## src/rtl/mac_tx_arbiter.sv

```systemverilog
// Two-port whole-packet round-robin arbiter feeding the teng_mac AXIS TX port.
// Each grant pushes the port ID into an in-order FIFO so MAC responses return to the sender.

module mac_tx_pkt_ctr #(
  parameter int CNT_W = 16
) (
  input  logic             s_user_clk,
  input  logic             r_global_rst,
  input  logic             inc,
  output logic [CNT_W-1:0] cnt
);
  always_ff @(posedge s_user_clk or negedge r_global_rst)
    if (!r_global_rst) cnt <= '0;
    else if (inc)      cnt <= cnt + 1'b1;
endmodule

module mac_tx_arbiter #(
  parameter int DATA_W    = 32,
  parameter int VLDB_W    = 2,
  parameter int RSP_DEPTH = 4,
  parameter int CNT_W     = 16
) (
  input  logic              s_user_clk,
  input  logic              r_global_rst,
  input  logic [DATA_W-1:0] s0_data_i,
  input  logic [VLDB_W-1:0] s0_vldb_i,
  input  logic              s0_valid_i,
  input  logic              s0_last_i,
  input  logic              s0_user_i,
  output logic              s0_ready_o,
  input  logic [DATA_W-1:0] s1_data_i,
  input  logic [VLDB_W-1:0] s1_vldb_i,
  input  logic              s1_valid_i,
  input  logic              s1_last_i,
  input  logic              s1_user_i,
  output logic              s1_ready_o,
  output logic [DATA_W-1:0] m_data_o,
  output logic [VLDB_W-1:0] m_vldb_o,
  output logic              m_valid_o,
  output logic              m_last_o,
  output logic              m_user_o,
  input  logic              m_ready_i,
  input  logic              tx_rsp_valid_i,
  input  logic              tx_status_i,
  output logic              s0_rsp_valid_o,
  output logic              s0_rsp_status_o,
  output logic              s1_rsp_valid_o,
  output logic              s1_rsp_status_o,
  output logic [CNT_W-1:0]  s0_pkt_cnt_o,
  output logic [CNT_W-1:0]  s1_pkt_cnt_o,
  output logic              rsp_orphan_o
);
  localparam int NUM_PORTS = 2;
  localparam int AW = $clog2(RSP_DEPTH);
  localparam int PW = AW + 1;

  typedef enum logic [1:0] {IDLE, GRANT0, GRANT1} state_t;

  logic [NUM_PORTS-1:0][DATA_W-1:0] s_data;
  logic [NUM_PORTS-1:0][VLDB_W-1:0] s_vldb;
  logic [NUM_PORTS-1:0]             s_valid, s_last, s_user, s_ready, done;
  logic [NUM_PORTS-1:0][CNT_W-1:0]  pkt_cnt;

  state_t          state, nxt;
  logic            rr, gsel, push, push_id, pop, head;
  logic [PW-1:0]   wr_ptr, rd_ptr;
  logic [RSP_DEPTH-1:0] id_mem;
  logic            fifo_empty, fifo_full;
  logic [NUM_PORTS-1:0] rsp_vld;
  logic            rsp_st;

  assign s_data  = {s1_data_i,  s0_data_i};
  assign s_vldb  = {s1_vldb_i,  s0_vldb_i};
  assign s_valid = {s1_valid_i, s0_valid_i};
  assign s_last  = {s1_last_i,  s0_last_i};
  assign s_user  = {s1_user_i,  s0_user_i};
  assign s0_ready_o = s_ready[0];
  assign s1_ready_o = s_ready[1];

  assign gsel       = (state == GRANT1);
  assign fifo_empty = (wr_ptr == rd_ptr);
  assign fifo_full  = (wr_ptr[AW] != rd_ptr[AW]) && (wr_ptr[AW-1:0] == rd_ptr[AW-1:0]);
  assign pop        = tx_rsp_valid_i && !fifo_empty;
  assign head       = id_mem[rd_ptr[AW-1:0]];

  always_ff @(posedge s_user_clk or negedge r_global_rst)
    if (!r_global_rst) begin
      state <= IDLE;
      rr    <= 1'b1;
    end else begin
      state <= nxt;
      if (push) rr <= push_id;
    end

  // Zero-latency pass-through of the granted port; idle drives all-zero.
  always_comb begin
    nxt       = state;
    push      = 1'b0;
    push_id   = 1'b0;
    done      = '0;
    s_ready   = '0;
    m_data_o  = '0;
    m_vldb_o  = '0;
    m_valid_o = 1'b0;
    m_last_o  = 1'b0;
    m_user_o  = 1'b0;
    case (state)
      IDLE:
        if (!fifo_full && (|s_valid)) begin
          push    = 1'b1;
          push_id = (&s_valid) ? ~rr : s_valid[1];
          nxt     = push_id ? GRANT1 : GRANT0;
        end
      GRANT0, GRANT1: begin
        m_data_o       = s_data[gsel];
        m_vldb_o       = s_vldb[gsel];
        m_valid_o      = s_valid[gsel];
        m_last_o       = s_last[gsel];
        m_user_o       = s_user[gsel];
        s_ready[gsel]  = m_ready_i;
        if (s_valid[gsel] && m_ready_i && s_last[gsel]) begin
          done[gsel] = 1'b1;
          nxt        = IDLE;
        end
      end
      default: nxt = IDLE;
    endcase
  end

  always_ff @(posedge s_user_clk or negedge r_global_rst)
    if (!r_global_rst) begin
      wr_ptr <= '0;
      rd_ptr <= '0;
      id_mem <= '0;
    end else begin
      if (push) begin
        id_mem[wr_ptr[AW-1:0]] <= push_id;
        wr_ptr <= wr_ptr + 1'b1;
      end
      if (pop) rd_ptr <= rd_ptr + 1'b1;
    end

  // Response demux: one-cycle pulse to the port at the FIFO head.
  always_ff @(posedge s_user_clk or negedge r_global_rst)
    if (!r_global_rst) begin
      rsp_vld      <= '0;
      rsp_st       <= 1'b0;
      rsp_orphan_o <= 1'b0;
    end else begin
      rsp_vld <= '0;
      if (pop) begin
        rsp_vld <= head ? 2'b10 : 2'b01;
        rsp_st  <= tx_status_i;
      end
      if (tx_rsp_valid_i && fifo_empty) rsp_orphan_o <= 1'b1;
    end

  assign s0_rsp_valid_o  = rsp_vld[0];
  assign s1_rsp_valid_o  = rsp_vld[1];
  assign s0_rsp_status_o = rsp_st & rsp_vld[0];
  assign s1_rsp_status_o = rsp_st & rsp_vld[1];

  for (genvar p = 0; p < NUM_PORTS; p++) begin : g_ctr
    mac_tx_pkt_ctr #(.CNT_W(CNT_W)) u_ctr (
      .s_user_clk  (s_user_clk),
      .r_global_rst(r_global_rst),
      .inc         (done[p]),
      .cnt         (pkt_cnt[p])
    );
  end

  assign s0_pkt_cnt_o = pkt_cnt[0];
  assign s1_pkt_cnt_o = pkt_cnt[1];
endmodule

```

## config.mk

```make
export PLATFORM = sky130hd
export DESIGN_NAME = mac_tx_arbiter
export DESIGN_NICKNAME = d
export VERILOG_FILES = /design/src/rtl/mac_tx_arbiter.sv
export SDC_FILE = /design/constraint.sdc
export NUM_CORES = 1
export LEC_CHECK = 0
export BUFFER_PORTS_ARGS = -buffer_cell sky130_fd_sc_hd__buf_4
export CORE_MARGIN = 2
export CORE_UTILIZATION = 34
export DETAILED_ROUTE_END_ITERATION = 10
export MAX_ROUTING_LAYER = met4
export PLACE_DENSITY = 0.59
export SETUP_SLACK_MARGIN = 0.5
export SKIP_LAST_GASP = 1
export SLEW_MARGIN = 40
export SYNTH_ARGS = -nofsm -noshare
export SYNTH_HDL_FRONTEND = slang
export SYNTH_SLANG_ARGS = --single-unit
export TNS_END_PERCENT = 30
```

## constraint.sdc

```tcl
create_clock -name s_user_clk -period 2 [get_ports s_user_clk]
set_clock_uncertainty 0.1 [all_clocks]
set_input_delay 0 -clock s_user_clk [delete_from_list [all_inputs] [get_ports s_user_clk]]
set_output_delay 0 -clock s_user_clk [all_outputs]
set_load 0.05 [all_outputs]
```

* Word-level counts from Yosys, hierarchy flattened
Index checks and enable logic that the tools add are counted.
** Word-level totals
- Memories :: 0
- Logic and storage cells :: 81
- Input port bits :: 79
- Memory bits (read-only) :: 0
- Bits in writable memories :: 0
- Flip-flop bits (word level) :: 49
- Bits in latches :: 0
- Output and inout port bits :: 76
** Cells by class
- Equality and inequality tests :: 7
- Add/sub/neg operators :: 4
- Bitwise gates (word level) :: 4
- Multipliers :: 0
- Reduce and logical (&&, ||, !) cells :: 15
- Shift-type cells :: 0
- Mux-type cells :: 36
- Divide/modulo/power cells :: 0
- $lt $le $gt $ge :: 5
** Operator list (number)
- 32-bit 2-to-1 mux :: 3
- 16-bit by 1-bit adder with 16-bit output (second input constant) :: 2
- 2-bit 2-to-1 mux :: 11
- 1-bit 2-to-1 mux :: 17
- 1-bit logical AND :: 8
- 3-bit by 1-bit adder with 3-bit output (second input constant) :: 2
- 2-bit by 3-bit less-than comparator with 1-bit output (second input constant) :: 2
- 4-bit bitwise mux :: 1
- 2-bit inequality test (second input constant) :: 2
- 2-bit case mux with 2 select lines :: 1
- 2-bit AND reduction :: 2
- 2-bit OR reduction :: 2
- 3-bit == test :: 1
- 1-bit AND :: 2
- 2-bit AND :: 1
- 1-bit binary-select mux with 2-bit select :: 1
- 1-bit demux with 2-bit select :: 1
- 2-bit by 1-bit == test with 1-bit output (second input constant) :: 1
- 2-bit == test :: 1
- 2-bit == test (second input constant) :: 1
- 2-bit by 1-bit greater-or-equal comparator with 1-bit output (second input constant) :: 1
- 1-bit zero test :: 2
- 2-bit zero test :: 1
- 1-bit by 2-bit less-than comparator with 1-bit output (second input constant) :: 1
- other kinds (4) :: 4

* Logic depth before layout (Yosys ltp)
Gate-level depths: netlist (run 1).
- Word-level depth :: 7
- Gate-level depth with buffers :: 7
- Mapped depth without buffers :: 6

* Modules after synthesis
Synthesis (run 1) repeated with hierarchy kept, for this count alone.
** Second synthesis, totals
- Cell total of the unflattened synthesis :: 273
- Area, all modules :: 2974.1 µm²
** By module, submodules not included
- mac_tx_arbiter :: instances 1, area each 1582.8 µm², cells each 161, sequential area each 426.7 µm²
- mac_tx_pkt_ctr :: instances 2, area each 695.7 µm², cells each 56, sequential area each 400.4 µm²

* Worst setup path before layout (run 1)
Ideal clock, no wire load.
- Path type :: flip-flop to output port
- From :: register state[0]
- To :: output m_last_o
- Data arrival time :: 2381 ps
- Data required time :: 1900 ps
- Cell stages (with the launch flop) :: 8
- Path buffers :: 3
- Slack :: -481 ps
- Path through :: dfrtp_1 > inv_1 > ha_1 > buf_2 > buf_4 > buf_2 > nand2b_1 > a21boi_0
** Between the ends
- Longest elaborated chain between the ends :: 4
- Elaborated cells on any way between the ends :: 6
- Those cells by class :: eq/ne: 2; mux: 3; reduce/logical: 1
** RTL lines
- start, declared :: line 64 : state_t state, nxt;
- start signal, assigned :: line 91 : state <= nxt;
- 2-bit == test :: line 80, 107
- 1-bit 2-to-1 mux (not written as such) (2 in series) :: line 118 : m_last_o = s_last[gsel];
- 1-bit 2-to-1 mux (*) :: line 107 : case (state)
- end, declared :: line 40 : output logic m_last_o,
Mark *: on every way between the ends. The rest lies on a longest branch, timed or not. The select of a mux whose other input is x is not followed.

* Final worst setup path (run 1)
- From :: register state[0]
- To :: output m_data_o[25]
** Between the ends
- Longest elaborated chain between the ends :: 4
- Elaborated cells on any way between the ends :: 6
- Those cells by class :: eq/ne: 2; mux: 3; reduce/logical: 1
** RTL lines
- 2-bit == test :: line 80, 107
- 32-bit 2-to-1 mux (not written as such) (2 in series) :: line 115 : m_data_o = s_data[gsel];
- 32-bit 2-to-1 mux (*) :: line 107
- end, declared :: line 37 : output logic [DATA_W-1:0] m_data_o,
Marks and branches as above.

==> results of run 1 <==
cell usage in the layout, fill, tap and decap left out, types with 3 or more instances in the layout:
| cell | instances |
|---|---|
| dlygate4sd3_1 | 4 |
| buf_4 | 149 |
| o21ai_0 | 3 |
| and4_1 | 3 |
| xnor2_2 | 3 |
| nand2_1 | 18 |
| mux2i_1 | 7 |
| buf_12 | 3 |
| clkbuf_8 | 5 |
| nor2b_4 | 30 |
| and3_1 | 4 |
| dfrtp_1 | 34 |
| xor2_1 | 7 |
| buf_6 | 12 |
| nor2b_2 | 6 |
| mux2i_4 | 16 |
| inv_1 | 9 |
| buf_16 | 3 |
| mux2i_2 | 13 |
| nand4_1 | 9 |
| nor2_1 | 7 |
| ha_1 | 7 |
| mux2_1 | 3 |
| dfrtp_2 | 14 |
| and2_1 | 5 |
| nand3_2 | 3 |
| nor3_4 | 4 |
| nand3_1 | 9 |
| mux2_2 | 4 |
| xnor2_1 | 27 |
area by class of cell:
class / instances / area, um2 / area share, %
tap: 108 / 135.1 / 2.550
clock inverter: 3 / 43.79 / 0.8263
timing repair buffer: 173 / 1486 / 28.05
multi-input combinational: 213 / 2280 / 43.01
inverter: 11 / 41.29 / 0.7790
clock buffer: 5 / 68.82 / 1.298
sequential: 49 / 1245 / 23.49
report_power, final:
part / internal, mW / total [mW] / switching [mW]
sequential: 1.22 / 1.44 / 0.216
clock: 0.375 / 0.716 / 0.341
combinational: 2.35 / 5.25 / 2.90
worst register-to-register path, cell delays in order, from the launching register on:
cell and delay, ns:
dfrtp_1 0.40, inv_2 0.08, buf_4 0.12, ha_4 0.13, o21ai_1 0.09, a31oi_4 0.29, and2_4 0.22, mux2_4 0.29
cell families after synthesis:
kind of cell               after synthesis  share of synthesized area [%]
and+or+nand+nor                        108                          21.12
buffers and inverters                   21                          2.952
AOI/OAI and AO/OA                       13                          3.618
muxes                                   45                          15.97
xor gates and xnor gates                38                          11.81
DFF                                     49                          40.79
adders and majority gates                9                          3.742
registers in the layout, summed over array words and instances, names as in the netlist:
signal,flops
id_mem,4
rr,1
rsp_st,1
wr_ptr,3
g_ctr.u_ctr.cnt,32
state,2
rsp_vld,2
rd_ptr,3
rsp_orphan_o,1
synth_stat cells (2+ instances only):
| cell | number |
|---|---|
| nand2_1 | 20 |
| and4_1 | 3 |
| nor3_2 | 3 |
| xnor2_1 | 28 |
| o21ai_0 | 4 |
| mux2_1 | 3 |
| nand3_1 | 13 |
| mux2i_1 | 36 |
| nor2b_1 | 37 |
| buf_2 | 5 |
| mux2_2 | 4 |
| ha_1 | 9 |
| nor2_1 | 8 |
| and2_1 | 5 |
| xor2_1 | 7 |
| dfrtp_1 | 48 |
| and3_1 | 4 |
| inv_1 | 11 |
| a21boi_0 | 2 |
| nand4_1 | 9 |
| clkbuf_1 | 4 |
| xnor2_2 | 2 |
worst paths after layout:
kind | startpoint | end | slack (ns) | depth (start not counted)
max in group asynchronous | r_global_rst | g_ctr[0].u_ctr.cnt[2]$_DFFE_PN0P_ | 1.22 | 2
setup / recovery | state[0]$_DFFE_PN0P_ | m_data_o[25] | 0.13 | 6
hold / removal | s1_last_i | g_ctr[1].u_ctr.cnt[8]$_DFFE_PN0P_ | 0.03 | 5
hold reg to reg | g_ctr[1].u_ctr.cnt[15]$_DFFE_PN0P_ | g_ctr[1].u_ctr.cnt[15]$_DFFE_PN0P_ | 0.38 | 1
setup reg to reg | state[0]$_DFFE_PN0P_ | id_mem[3]$_DFFE_PN0P_ | 0.17 | 7
min in group asynchronous | r_global_rst | g_ctr[0].u_ctr.cnt[7]$_DFFE_PN0P_ | 0.13 | 2
per-stage QoR:
| stage | area (um2) | cells | worst slack (ns) |
|---|---|---|---|
| after floorplan | 3374 | 283 | 0.3462 |
| after global placement | 4601 | 537 | 0.2713 |
| after detailed placement | 4601 | 537 | 0.2153 |
| after CTS | 5027 | 557 | 0.1099 |
| after global routing | 5300 | 562 | 0.05733 |
| final | 5300 | 562 | 0.1285 |
layer usage:
metal	wire, um	vias to the layer above
li1	-	1308
met2	4503	98
met3	486	12
met1	3573	1270
met4	163	0
met5	0	-
what timing repair did:
action / in CTS / in global routing
gates cloned: 2 / 2
hold buffers: 4 / 0
endpoints found under the setup margin: 79 / 85
resized for setup: 35 / 34
setup buffers: 6 / 3
endpoints found under the hold margin: 52 / 0
pin swaps: 0 / 7
==> flow_metrics.py, run 1 <==
metrics = {
    "floorplan": {
        "die_area_um2": 9619,
        "die_height_um": 98.08,
        "core_area_um2": 8636,
        "fp-row-count": 34,
        "start_util_pct": 34.84,
        "die_w_um": 98.08,
        "io-pin-count": 155,
    },
    "clocking": {
        "clockRootBuffer": "clkbuf_8",
        "insertion_delay_ns": 0.30,
        "clock_path_buffers": 2,
        "cts_sinks": 49,
        "clk_pin_slew_ns": 0.09,
        "ctsHtreeMaxLevel": 2,
        "tritoncts": "built",
        "numCtsBuffers": 5,
    },
    "timing": {
        "hold_viol_final": 0,
        "max_freq_ghz": 0.5343,
        "setup_viol": 0,
        "tightest_slew_ns": 0.6703,
        "rsz0062_at_grt": "true",
        "slew_violations": 0,
        "fin_crit_ns": 1.871,
        "holdWs_ns": 0.02696,
        "relSlewSlack_pct": 54.91,
        "min_period_over_period_pct": 93.57,
        "tns_ns": 0,
    },
    "grt": {
        "grt_pass1_wl_um": 13460,
        "grt_pass1_vias": 2674,
        "overflow": 0,
        "grt_use_total_pct": 17.86,
        "globalRoute.busiestLayer": "met2",
        "grt_util_met1_pct": 21.57,
        "grt_antenna_before_repair": 0,
        "grt_max_degree": 50,
        "use_met3_pct": 3.078,
        "met2_usage_pct": 30.61,
    },
    "layout": {
        "nFillCells": 698,
        "antenna_cells": 0,
        "drive_above_1_share_pct": 63.00,
        "syn_to_final_growth_pct": 76.13,
        "postLayoutCoreUtil_pct": 61.37,
        "final_nets": 541,
    },
    "worst_setup_path": {
        "critPathMaxStageDelay_ns": 0.40,
        "required_ns": 1.90,
        "start_kind": "register",
        "cp_cell_sequence": "inv_2, ha_4, clkbuf_16, mux2i_2, nor2b_4, buf_4",
        "cp_slowest_cell": "dfrtp_1",
        "path_max_fanout": 9,
        "crit_buf_inv": 3,
        "worstSetupPathType": "register to primary output",
        "cp.arrival_ns": 1.77,
        "critPathCaptureType": "primary output",
        "path_delay_family": "buffers and inverters",
    },
    "drt": {
        "drtIter0Drc": 39,
        "drc": 0,
        "num_vias": 2688,
        "finalWirelength_um": 8726,
        "vias_per_cell": 4.783,
        "ant_nets": 0,
        "drt-pass1-iter-count": 3,
        "wl_per_cell_um": 15.53,
    },
    "power_and_ir_drop": {
        "ir_drop_mv": 0.7780,
        "power_density_nw_per_um2": 1397,
        "power.total_mw": 7.404,
        "p_leak_nw": 2.464,
    },
    "job": {
        "drv_cap": 0,
    },
    "placed_design": {
        "port_buffers": 154,
        "dp_hpwl_um": 6240,
        "gp_congestion": 0.7713,
    },
    "yosys": {
        "synth_edf_count": 0,
        "syn_avg_cell_area_um2": 10.63,
        "synth_flop_cell": "dfrtp_1",
        "yosysTopAreaCellShare_pct": 39.92,
        "ys_warn_count": 0,
        "post_synth_instance_area_um2": 3009,
        "synth_nets": 371,
        "synthCells": 283,
        "ys_seq_area_share_pct": 40.79,
        "synthTopCellsByArea": "dfrtp_1 40%, mux2i_1 12%, xnor2_1 8.1%",
        "yosysTopAreaCell": "dfrtp_1",
        "synth_cell_type_count": 40,
        "async_flop_share_pct": 100.0,
        "synth_seq_cells": 49,
    },
    "hold_path": {
        "min_path_type": "input port to register",
    },
    "status": {
        "status": "finished, final reports clean",
    },
}
No activity file was read; power rests on OpenSTA's default activity.
==> run 2: changes to the inputs <==
clock period = 2.2 ns   (was 2 ns; I/O delays follow)
==> run 2 against run 1 <==
Final area decreased by 2.0%. Combinational power shrank 9.7%. Largest cell class unchanged. Non-clock buffer count up 4. Critical path depth unchanged. Largest power group unchanged. Critical path type unchanged. First-iteration DRC count rose by 26%. Utilization shrank 1.2 points. Die area is the same. Hold slack improved by 0.033 ns. Clock power up 9.4%.
==> flow_metrics.py, run 2 (synthesis gave the netlist of run 1 again) <==
metrics = {
    "layout": {
        "finalNonFillerCells": 566,
        "drive_above_1_share_pct": 55.46,
        "final_cell_area_um2": 5195,
        "regMostFlops": "g_ctr.u_ctr.cnt",
        "antenna_cells": 0,
        "layout_commonest_cell": "buf_4",
        "final_nets": 545,
        "reg.largest.list": "g_ctr.u_ctr.cnt: 32 flops, id_mem: 4 flops",
        "largest_register_ff_count": 32,
        "mostFrequentLayoutCells": "139 x buf_4, 48 x dfrtp_1, 28 x xnor2_1",
        "syn_to_final_growth_pct": 72.64,
    },
    "timing": {
        "min_period_over_period_pct": 85.80,
        "tns_ns": 0,
        "fin_crit_ns": 1.888,
        "relSlewSlack_pct": 55.18,
        "setup_viol": 0,
        "max_freq_ghz": 0.5297,
        "tightest_slew_ns": 0.6663,
        "hold_viol_final": 0,
        "rsz0062_at_grt": "true",
        "slew_violations": 0,
        "setup_slack_ns": 0.3123,
    },
    "clocking": {
        "clockRootBuffer": "clkbuf_8",
        "tritoncts": "built",
        "cts_sinks": 49,
        "insertion_delay_ns": 0.31,
        "clock_path_buffers": 2,
        "clk_pin_slew_ns": 0.10,
        "numCtsBuffers": 5,
        "ctsHtreeMaxLevel": 2,
    },
    "worst_setup_path": {
        "required_ns": 2.10,
        "r2r_cells": 8,
        "crit_buf_inv": 3,
        "regToRegEndpoint": "g_ctr[1].u_ctr.cnt[12]$_DFFE_PN0P_",
        "cp.arrival_ns": 1.79,
        "path_delay_family": "buffers and inverters",
        "critPathMaxStageDelay_ns": 0.40,
        "critPathCaptureType": "primary output",
        "cp_slowest_cell": "dfrtp_1",
        "worstSetupPathType": "register to primary output",
        "start_kind": "register",
        "crit_start": "state[0]$_DFFE_PN0P_",
        "cp_cell_sequence": "inv_2, ha_4, buf_6, mux2i_2, nor2b_4, buf_4",
        "crit_path_end": "m_data_o[24]",
        "worst-r2r-setup-slack_ns": 0.38,
        "rr_startpoint": "state[0]$_DFFE_PN0P_",
        "cp.depth": 6,
        "path_max_fanout": 8,
    },
    "grt": {
        "grt_pass1_wl_um": 14030,
        "grt_antenna_before_repair": 0,
        "grt_max_degree": 50,
        "grt_use_total_pct": 18.75,
        "overflow": 0,
        "grt_pass1_vias": 2793,
    },
    "power_and_ir_drop": {
        "p_leak_nw": 2.458,
        "ir_drop_mv": 0.8338,
        "power_density_nw_per_um2": 1313,
    },
    "drt": {
        "drc": 0,
        "ant_nets": 0,
        "num_vias": 2675,
        "drtIter0Drc": 49,
        "vias_per_cell": 4.726,
        "drt-pass1-iter-count": 4,
        "wl_per_cell_um": 15.21,
        "finalWirelength_um": 8608,
    },
    "placed_design": {
        "gp_congestion": 0.7211,
        "port_buffers": 154,
        "placed_area_um2": 4434,
        "post-place-ws_ns": 0.2124,
        "dp_hpwl_um": 6331,
        "dp.cells": 539,
    },
    "floorplan": {
        "fp-row-count": 34,
        "core_area_um2": 8636,
        "die_area_um2": 9619,
        "die_w_um": 98.08,
        "die_height_um": 98.08,
        "start_util_pct": 34.84,
        "io-pin-count": 155,
    },
    "hold_path": {
        "whs_path_depth": 5,
        "min_path_type": "input port to register",
        "min_from": "s0_last_i",
    },
    "job": {
        "drv_cap": 0,
    },
    "status": {
        "status": "finished, final reports clean",
    },
}
[run 2: cell types whose count changed in the layout (fill, tap and decap cells not counted), moves of 2 or more]
| cell | delta |
|---|---|
| buf_4 | -10 |
| buf_6 | +12 |
| buf_8 | +3 |
| dfrtp_1 | +14 |
| dfrtp_2 | -14 |
| mux2i_1 | +11 |
| mux2i_2 | -8 |
| mux2i_4 | -3 |
| nand3_1 | +2 |
| nor2b_1 | +6 |
| nor2b_2 | +10 |
| nor2b_4 | -16 |
[run 2: timing repair]
item | in CTS | in global routing
cloned | 3 | 1
resized for setup | 40 | 42
setup endpoints to repair | 68 | 77
hold endpoints to repair | 52 | 0
pin swaps | 3 | 4
buffers inserted | 8 | 3
hold buffers | 4 | 0
[run 2: how the worst min path moves through the flow]
stage / endpoint
2_1_floorplan: g_ctr[0].u_ctr.cnt[0]$_DFFE_PN0P_
3_3_place_gp: g_ctr[0].u_ctr.cnt[4]$_DFFE_PN0P_
3_5_place_dp: g_ctr[0].u_ctr.cnt[4]$_DFFE_PN0P_
5_1_grt: g_ctr[1].u_ctr.cnt[7]$_DFFE_PN0P_
4_1_cts: g_ctr[0].u_ctr.cnt[2]$_DFFE_PN0P_
6_report: g_ctr[0].u_ctr.cnt[2]$_DFFE_PN0P_
[run 2: layer usage]
layer | up-vias | global-route usage [%] | share of wire, %
li1 | 1316 | - | -
met1 | 1241 | 22.38 | 40
met5 | - | - | 0
met4 | 0 | 5.342 | 1.6
met2 | 108 | 32.09 | 52
met3 | 10 | 3.865 | 6.0
[run 2: layout make-up]
class / instances / area (um2)
Clock buffer: 5 / 68.82
Clock inverter: 3 / 68.82
Fill cell: 748 / 3441
Inverter: 11 / 41.29
Multi-Input combinational cell: 213 / 2087
Sequential cell: 49 / 1227
Tap cell: 108 / 135.1
Timing Repair Buffer: 177 / 1567
[run 2: power by group]
part	internal [mW]	switching (mW)
clock	0.458	0.325
combinational	2.11	2.63
sequential	1.10	0.198
[run 2: metrics by stage]
stage / hold WS (ns) / total power [mW] / util [%]
4_1_cts: 0.06156 / 6.596 / 57.17
3_5_place_dp: -0.03429 / 5.265 / 51.35
3_3_place_gp: -0.03531 / 5.239 / 51.35
5_1_grt: 0.07036 / 7.205 / 60.16
6_report: 0.05990 / 6.823 / 60.16
2_1_floorplan: -0.3956 / 4.246 / -
[run 2: tightest hold or removal path, delay by kind of cell]
kind                      cells  cell delay (ns)
xor gates and xnor gates      1             0.06
buffers and inverters         1             0.12
and+or+nand+nor               3             0.25
